$ cat config.mk
export PLATFORM = sky130hd
export DESIGN_NAME = joint_rcservo_multi_flat
export DESIGN_NICKNAME = d
export VERILOG_FILES = /design/src/rtl/joint_rcservo_multi_if.sv /design/src/rtl/joint_rcservo_multi.sv /design/src/flat_wrapper.sv
export SDC_FILE = /design/constraint.sdc
export NUM_CORES = 2
export LEC_CHECK = 0
export ABC_CLOCK_PERIOD_IN_PS = 12300
export CAP_MARGIN = 20
export CORE_UTILIZATION = 53
export CTS_BUF_LIST = sky130_fd_sc_hd__clkbuf_8
export DETAILED_ROUTE_END_ITERATION = 12
export PLACE_DENSITY = 0.79
export SLEW_MARGIN = 15
export SYNTH_ARGS = -nofsm -noshare
export SYNTH_HDL_FRONTEND = slang
export SYNTH_SLANG_ARGS = --single-unit
$ cat constraint.sdc
create_clock -name clk -period 12.3 [get_ports clk]
set_input_delay 2.46 -clock clk [delete_from_list [all_inputs] [get_ports clk]]
set_output_delay 2.46 -clock clk [all_outputs]
set_load 0.05 [all_outputs]
$ cat src/rtl/joint_rcservo_multi_if.sv
// Command/status bundle between the joint command register file and the
// multi-channel RC-servo pulse generator.
interface joint_rcservo_multi_if #(
  parameter int NUM_CH = 4
);
  logic [NUM_CH-1:0]    enable;
  logic [NUM_CH-1:0]    mode;
  logic [NUM_CH*32-1:0] jointFreqCmd;
  logic [NUM_CH*32-1:0] jointPosCmd;
  logic [NUM_CH*32-1:0] jointFeedback;
  logic [NUM_CH-1:0]    PWM;
  logic                 frame_start;

  modport master (
    output enable, mode, jointFreqCmd, jointPosCmd,
    input  jointFeedback, PWM, frame_start
  );

  modport slave (
    input  enable, mode, jointFreqCmd, jointPosCmd,
    output jointFeedback, PWM, frame_start
  );
endinterface

$ cat src/rtl/joint_rcservo_multi.sv
// Multi-channel RC-servo pulse generator: one shared frame counter, per-channel
// velocity/position tracking and a pulse width latched once per frame.
module joint_rcservo_multi #(
  parameter int NUM_CH       = 4,
  parameter int SERVO_FREQ   = 480000,
  parameter int SERVO_CENTER = 72000,
  parameter int SERVO_MINMAX = 72000
) (
  input logic                  clk,
  input logic                  rst_n,
  joint_rcservo_multi_if.slave bus
);

  if (NUM_CH < 1 || NUM_CH > 16 || SERVO_MINMAX > SERVO_CENTER ||
      SERVO_CENTER + SERVO_MINMAX >= SERVO_FREQ) begin : g_bad_cfg
    $error("joint_rcservo_multi: illegal NUM_CH/SERVO_* parameter combination");
  end

  localparam logic        [31:0] FREQ_M1_U = 32'(SERVO_FREQ - 1);
  localparam logic        [31:0] CENTER_U  = 32'(SERVO_CENTER);
  localparam logic signed [31:0] MAX_S     = 32'(SERVO_MINMAX);
  localparam logic signed [31:0] MIN_S     = -MAX_S;
  localparam logic signed [31:0] INT_MIN_S = 32'sh8000_0000;

  logic [31:0]       cnt_r;
  logic              frame_start_r;
  logic              frame_tick_s;
  logic [NUM_CH-1:0] pwm_all_s;

  assign frame_tick_s    = (cnt_r == 32'd0);
  assign bus.frame_start = frame_start_r;
  assign bus.PWM         = pwm_all_s;

  // Shared frame counter (0..SERVO_FREQ-1) and its registered boundary strobe.
  always_ff @(posedge clk or negedge rst_n) begin
    if (!rst_n) begin
      cnt_r         <= 32'd0;
      frame_start_r <= 1'b0;
    end else begin
      frame_start_r <= frame_tick_s;
      if (cnt_r == FREQ_M1_U) begin
        cnt_r <= 32'd0;
      end else begin
        cnt_r <= cnt_r + 32'd1;
      end
    end
  end

  for (genvar i = 0; i < NUM_CH; i++) begin : g_ch
    logic signed [31:0] freq_cmd_s;
    logic signed [31:0] pos_cmd_s;
    logic signed [31:0] tgt_s;
    logic signed [31:0] pos_r;
    logic signed [31:0] pos_nxt_s;
    logic signed [31:0] fb_r;
    logic        [31:0] abs_s;
    logic        [31:0] rate_r;
    logic        [31:0] rate_nxt_s;
    logic        [31:0] width_r;
    logic        [31:0] width_new_s;
    logic               pwm_r;
    logic               pwm_nxt_s;

    assign freq_cmd_s  = bus.jointFreqCmd[32*i +: 32];
    assign pos_cmd_s   = bus.jointPosCmd[32*i +: 32];
    assign width_new_s = CENTER_U + unsigned'(pos_r);
    assign pwm_all_s[i] = pwm_r;
    assign bus.jointFeedback[32*i +: 32] = fb_r;

    // Step period magnitude (most-negative command saturates) and clamped position target.
    always_comb begin
      if (freq_cmd_s == INT_MIN_S) begin
        abs_s = 32'h7FFF_FFFF;
      end else if (freq_cmd_s[31]) begin
        abs_s = unsigned'(-freq_cmd_s);
      end else begin
        abs_s = unsigned'(freq_cmd_s);
      end
      if (pos_cmd_s > MAX_S) begin
        tgt_s = MAX_S;
      end else if (pos_cmd_s < MIN_S) begin
        tgt_s = MIN_S;
      end else begin
        tgt_s = pos_cmd_s;
      end
    end

    // Next position / rate counter: frozen when disabled, tracking or integrating otherwise.
    always_comb begin
      pos_nxt_s  = pos_r;
      rate_nxt_s = rate_r;
      if (!bus.enable[i]) begin
        pos_nxt_s  = pos_r;
        rate_nxt_s = rate_r;
      end else if (bus.mode[i]) begin
        pos_nxt_s  = tgt_s;
        rate_nxt_s = 32'd0;
      end else if (freq_cmd_s == 32'sd0) begin
        rate_nxt_s = 32'd0;
      end else if (rate_r >= abs_s - 32'd1) begin
        rate_nxt_s = 32'd0;
        if (freq_cmd_s[31] && (pos_r > MIN_S)) begin
          pos_nxt_s = pos_r - 32'sd1;
        end else if (!freq_cmd_s[31] && (pos_r < MAX_S)) begin
          pos_nxt_s = pos_r + 32'sd1;
        end else begin
          pos_nxt_s = pos_r;
        end
      end else begin
        rate_nxt_s = rate_r + 32'd1;
      end
    end

    // Pulse rises after a frame boundary, falls at the latched width or on disable.
    always_comb begin
      if (frame_tick_s) begin
        pwm_nxt_s = bus.enable[i] && (width_new_s != 32'd0);
      end else if (!bus.enable[i]) begin
        pwm_nxt_s = 1'b0;
      end else if (cnt_r == width_r) begin
        pwm_nxt_s = 1'b0;
      end else begin
        pwm_nxt_s = pwm_r;
      end
    end

    // Per-channel state; the width only changes on an enabled frame boundary.
    always_ff @(posedge clk or negedge rst_n) begin
      if (!rst_n) begin
        pos_r   <= 32'sd0;
        rate_r  <= 32'd0;
        fb_r    <= 32'sd0;
        width_r <= CENTER_U;
        pwm_r   <= 1'b0;
      end else begin
        pos_r  <= pos_nxt_s;
        rate_r <= rate_nxt_s;
        fb_r   <= pos_r;
        pwm_r  <= pwm_nxt_s;
        if (frame_tick_s && bus.enable[i]) begin
          width_r <= width_new_s;
        end else begin
          width_r <= width_r;
        end
      end
    end
  end

endmodule

$ cat src/flat_wrapper.sv
// flat-port wrapper written by rule: the top's interface ports become plain ports
module joint_rcservo_multi_flat 
#(
  parameter int NUM_CH       = 4,
  parameter int SERVO_FREQ   = 480000,
  parameter int SERVO_CENTER = 72000,
  parameter int SERVO_MINMAX = 72000
)
  (clk, rst_n, bus_enable, bus_mode, bus_jointFreqCmd, bus_jointPosCmd, bus_jointFeedback, bus_PWM, bus_frame_start);
  joint_rcservo_multi_if #(.NUM_CH(NUM_CH)) bus_i ();
  input logic clk;
  input logic rst_n;
  input wire logic [$bits(bus_i.enable)-1:0] bus_enable;
  input wire logic [$bits(bus_i.mode)-1:0] bus_mode;
  input wire logic [$bits(bus_i.jointFreqCmd)-1:0] bus_jointFreqCmd;
  input wire logic [$bits(bus_i.jointPosCmd)-1:0] bus_jointPosCmd;
  output wire logic [$bits(bus_i.jointFeedback)-1:0] bus_jointFeedback;
  output wire logic [$bits(bus_i.PWM)-1:0] bus_PWM;
  output wire logic [$bits(bus_i.frame_start)-1:0] bus_frame_start;
  assign bus_i.enable = bus_enable;
  assign bus_i.mode = bus_mode;
  assign bus_i.jointFreqCmd = bus_jointFreqCmd;
  assign bus_i.jointPosCmd = bus_jointPosCmd;
  assign bus_jointFeedback = bus_i.jointFeedback;
  assign bus_PWM = bus_i.PWM;
  assign bus_frame_start = bus_i.frame_start;
  joint_rcservo_multi #(.NUM_CH(NUM_CH), .SERVO_FREQ(SERVO_FREQ), .SERVO_CENTER(SERVO_CENTER), .SERVO_MINMAX(SERVO_MINMAX)) u_core (.clk(clk), .rst_n(rst_n), .bus(bus_i));
endmodule
==> results.ini <==
[yosys]
synthCells=5328
yosys-top-cells-area=dfrtp_1, ha_1, xnor2_1, o21ai_0, nand2_1
yosysWarnings=0
yosysSeqAreaShare_pct=31.48
synth_area_um2=43720
synth_top_area_cell=dfrtp_1
async_flop_share_pct=100.0
ys_types=90
avgSynthCellArea_um2=8.205
ys_seq_elements=549
yosysTopAreaCellShare_pct=30.28
ys.flop_type=dfrtp_1
synth_edf_count=0
syn-num-nets=5876

[detailed_routing]
drt_iter0_drc=2972
routedWlPerCell_um=18.45
postRouteAntennaNets=0
drt-pass1-iter-count=5
routed_wl_um=123800
drcViolationCount=0
num_vias=41090
avgViaCountPerCell=6.124

[sta]
timing.hold.ws_ns=0.4144
rsz0062_at_grt=false
period_share_pct=73.35
tightest_slew_ns=1.099
fmax_ghz=0.1108
setup_viol=0
maxSlewViolCount=0
clock-skew-final_ns=0.03058
min_period_ns=9.022
slew_headroom_pct=26.65
finalHoldViolCount=0
fin_tns_setup_ns=0

[floorplan]
row_count=104
io_pins=399
die-height_um=289.2
coreArea_um2=81070
initial_core_util_pct=53.92
fp.dieW_um=289.2
die-area_um2=83630

[hold_path]
whs_path_depth=0
hp-class=reg2reg

[clock_tree]
clkTransAtPathRegs_ns=0.06
post_cts_resized=0
worstSkewPairLatency_ns=0.72
clock-sinks=549
hold_buffers=0
post_cts_buffers=0
cts_tree=yes
cts-root-buf=clkbuf_8
numCtsBuffers=99
clockBufferDepth=3
ctsHtreeMaxLevel=3

[grt]
grt_antenna_before_repair=1
grt-ovfl-total=0
grt_pass1_wl_um=198700
grt_max_degree=161
grt_use_total_pct=28.85
grt_pass1_vias=38600

[critical_path]
r2r_slack_ns=5.93
required_ns=12.95
cp.arrival_ns=9.67
start_kind=input pin
reg2reg_depth=20
worstSetupPathType=in2reg
cp_max_fo=65
worstSetupEndpointType=flop

[placement]
placed_area_um2=48230
dp_cells=6525
gp_congestion=0.9322
dp_hpwl_um=90170
port_buffers=398

[pwr]
pwr_density_cell_nw_per_um2=186.7
p_leak_uw=0.02130
peakVddDrop_v=0.0001614

[run_status]
status=completed

[cells_and_area]
layout.nets=6114
syn_to_final_growth_pct=14.93
fin_cells=6709
fin_area_um2=50240
drive_gt1_share_pct=5.967
final_core_util_pct=61.98

[job]
max_cap_viol_count=0

## cells by family (layout without fill, tap and decap cells)
kind of cell | after synthesis | after routing | share of synthesized area [%]
simple gates | 1996 | 1996 | 22.79
compound gates | 1453 | 1453 | 20.84
flops | 549 | 549 | 31.48
xor+xnor | 531 | 531 | 10.64
buf+inv | 418 | 738 | 3.664
fa+ha+maj | 282 | 282 | 8.140
mux | 99 | 99 | 2.439
other cells | 0 | 1 | 0
## area by class of cell
cell class                      count  area [um^2]
Antenna cell                        1        2.502
Clock buffer                      117         1610
Clock inverter                     66        399.1
Fill cell                        6993        30830
Inverter                          114        427.9
Multi-Input combinational cell   4361        28400
Sequential cell                   549        13760
Tap cell                         1060         1326
Timing Repair Buffer              441         4314
## flip-flops by register name (all words and copies together) (netlist names)
| name | cells |
|---|---|
| u_core.bus.frame_start | 1 |
| u_core.cnt_r | 32 |
| u_core.g_ch.fb_r | 128 |
| u_core.g_ch.pos_r | 128 |
| u_core.g_ch.pwm_r | 4 |
| u_core.g_ch.rate_r | 128 |
| u_core.g_ch.width_r | 128 |
## path summary, 6_finish.rpt
kind                                                     start                               endpoint
setup / recovery                         bus_jointFreqCmd[127]   u_core.g_ch[3].pos_r[30]$_DFFE_PN0P_
hold / removal             u_core.g_ch[2].pos_r[1]$_DFFE_PN0P_       u_core.g_ch[2].fb_r[1]$_DFF_PN0_
setup reg to reg           u_core.g_ch[0].pos_r[6]$_DFFE_PN0P_   u_core.g_ch[0].pos_r[31]$_DFFE_PN0P_
hold reg to reg            u_core.g_ch[2].pos_r[1]$_DFFE_PN0P_       u_core.g_ch[2].fb_r[1]$_DFF_PN0_
max in group asynchronous                                rst_n  u_core.g_ch[2].rate_r[21]$_DFFE_PN0P_
min in group asynchronous                                rst_n      u_core.g_ch[3].fb_r[16]$_DFF_PN0_
## worst max-delay path, cell delays in order
cell,delay [ns]
clkdlybuf4s50_1,0.45
buf_4,0.34
inv_1,0.34
or4_1,0.66
nor3_2,0.36
buf_4,0.28
nor2_1,0.08
ha_1,0.21
and4b_1,0.24
nor2b_1,0.16
and3_1,0.23
and4_1,0.26
and3_1,0.28
nor2b_1,0.18
xnor2_1,0.12
ha_1,0.32
nand4_1,0.09
nor2_1,0.17
nand3_1,0.12
a2111oi_0,0.42
nand2_1,0.11
a211o_1,0.44
a22oi_2,0.25
buf_4,0.54
nand3b_1,0.15
mux2_2,0.28
nand3_1,0.07
## synthesized netlist by cell type, types with 56 or more instances
master and n:
dfrtp_1 529, nand2b_1 87, ha_1 278, o211ai_1 69, nor2b_1 56, nand2_1 612
a21oi_1 237, xor2_1 190, clkbuf_1 281, nor2_1 380, nor3_1 116, nand3_1 160
o31ai_1 62, inv_1 110, a21o_1 120, xnor2_1 341, and3_1 118, nand4_1 143
o21ai_0 566, a31oi_1 60, nor4_1 85, mux2_2 60
## per-layer routing
metal  wire [um]  vias up  GRT usage (%)  part of all wire, %
li1            -    19930              -                    -
met1       55230    19700          39.57                   45
met2       58220     1248          47.10                   47
met3        7137      213          3.693                  5.8
met4        3162        0          9.355                  2.6
met5           0        -              0                    0
## metrics by stage
| step | total power [uW] | setup WS (ns) |
|---|---|---|
| 2_1_floorplan | 6138 | 4.025 |
| 3_3_place_gp | 7487 | 2.936 |
| 3_5_place_dp | 7564 | 2.684 |
| 4_1_cts | 9374 | 3.422 |
| 5_1_grt | 9991 | 2.716 |
| 6_report | 9382 | 3.278 |
## report_power, final
part | internal (uW) | switching, uW
Combinational | 1880 | 2780
Clock | 935 | 830
Sequential | 2220 | 726
Total | 5040 | 4340
## cells in the final DEF, fill, tap and decap left out, drive strengths merged, types with 149 or more instances in the layout
master | netlist | final
clkdlybuf4s50 | 0 | 395
xor2 | 190 | 190
nand2 | 612 | 612
xnor2 | 341 | 341
inv | 110 | 149
nand3 | 160 | 160
dfrtp | 529 | 529
nor2 | 380 | 380
ha | 278 | 278
a21oi | 237 | 237
o21ai | 570 | 570
Note: power is estimated with default switching activity, not from simulation.
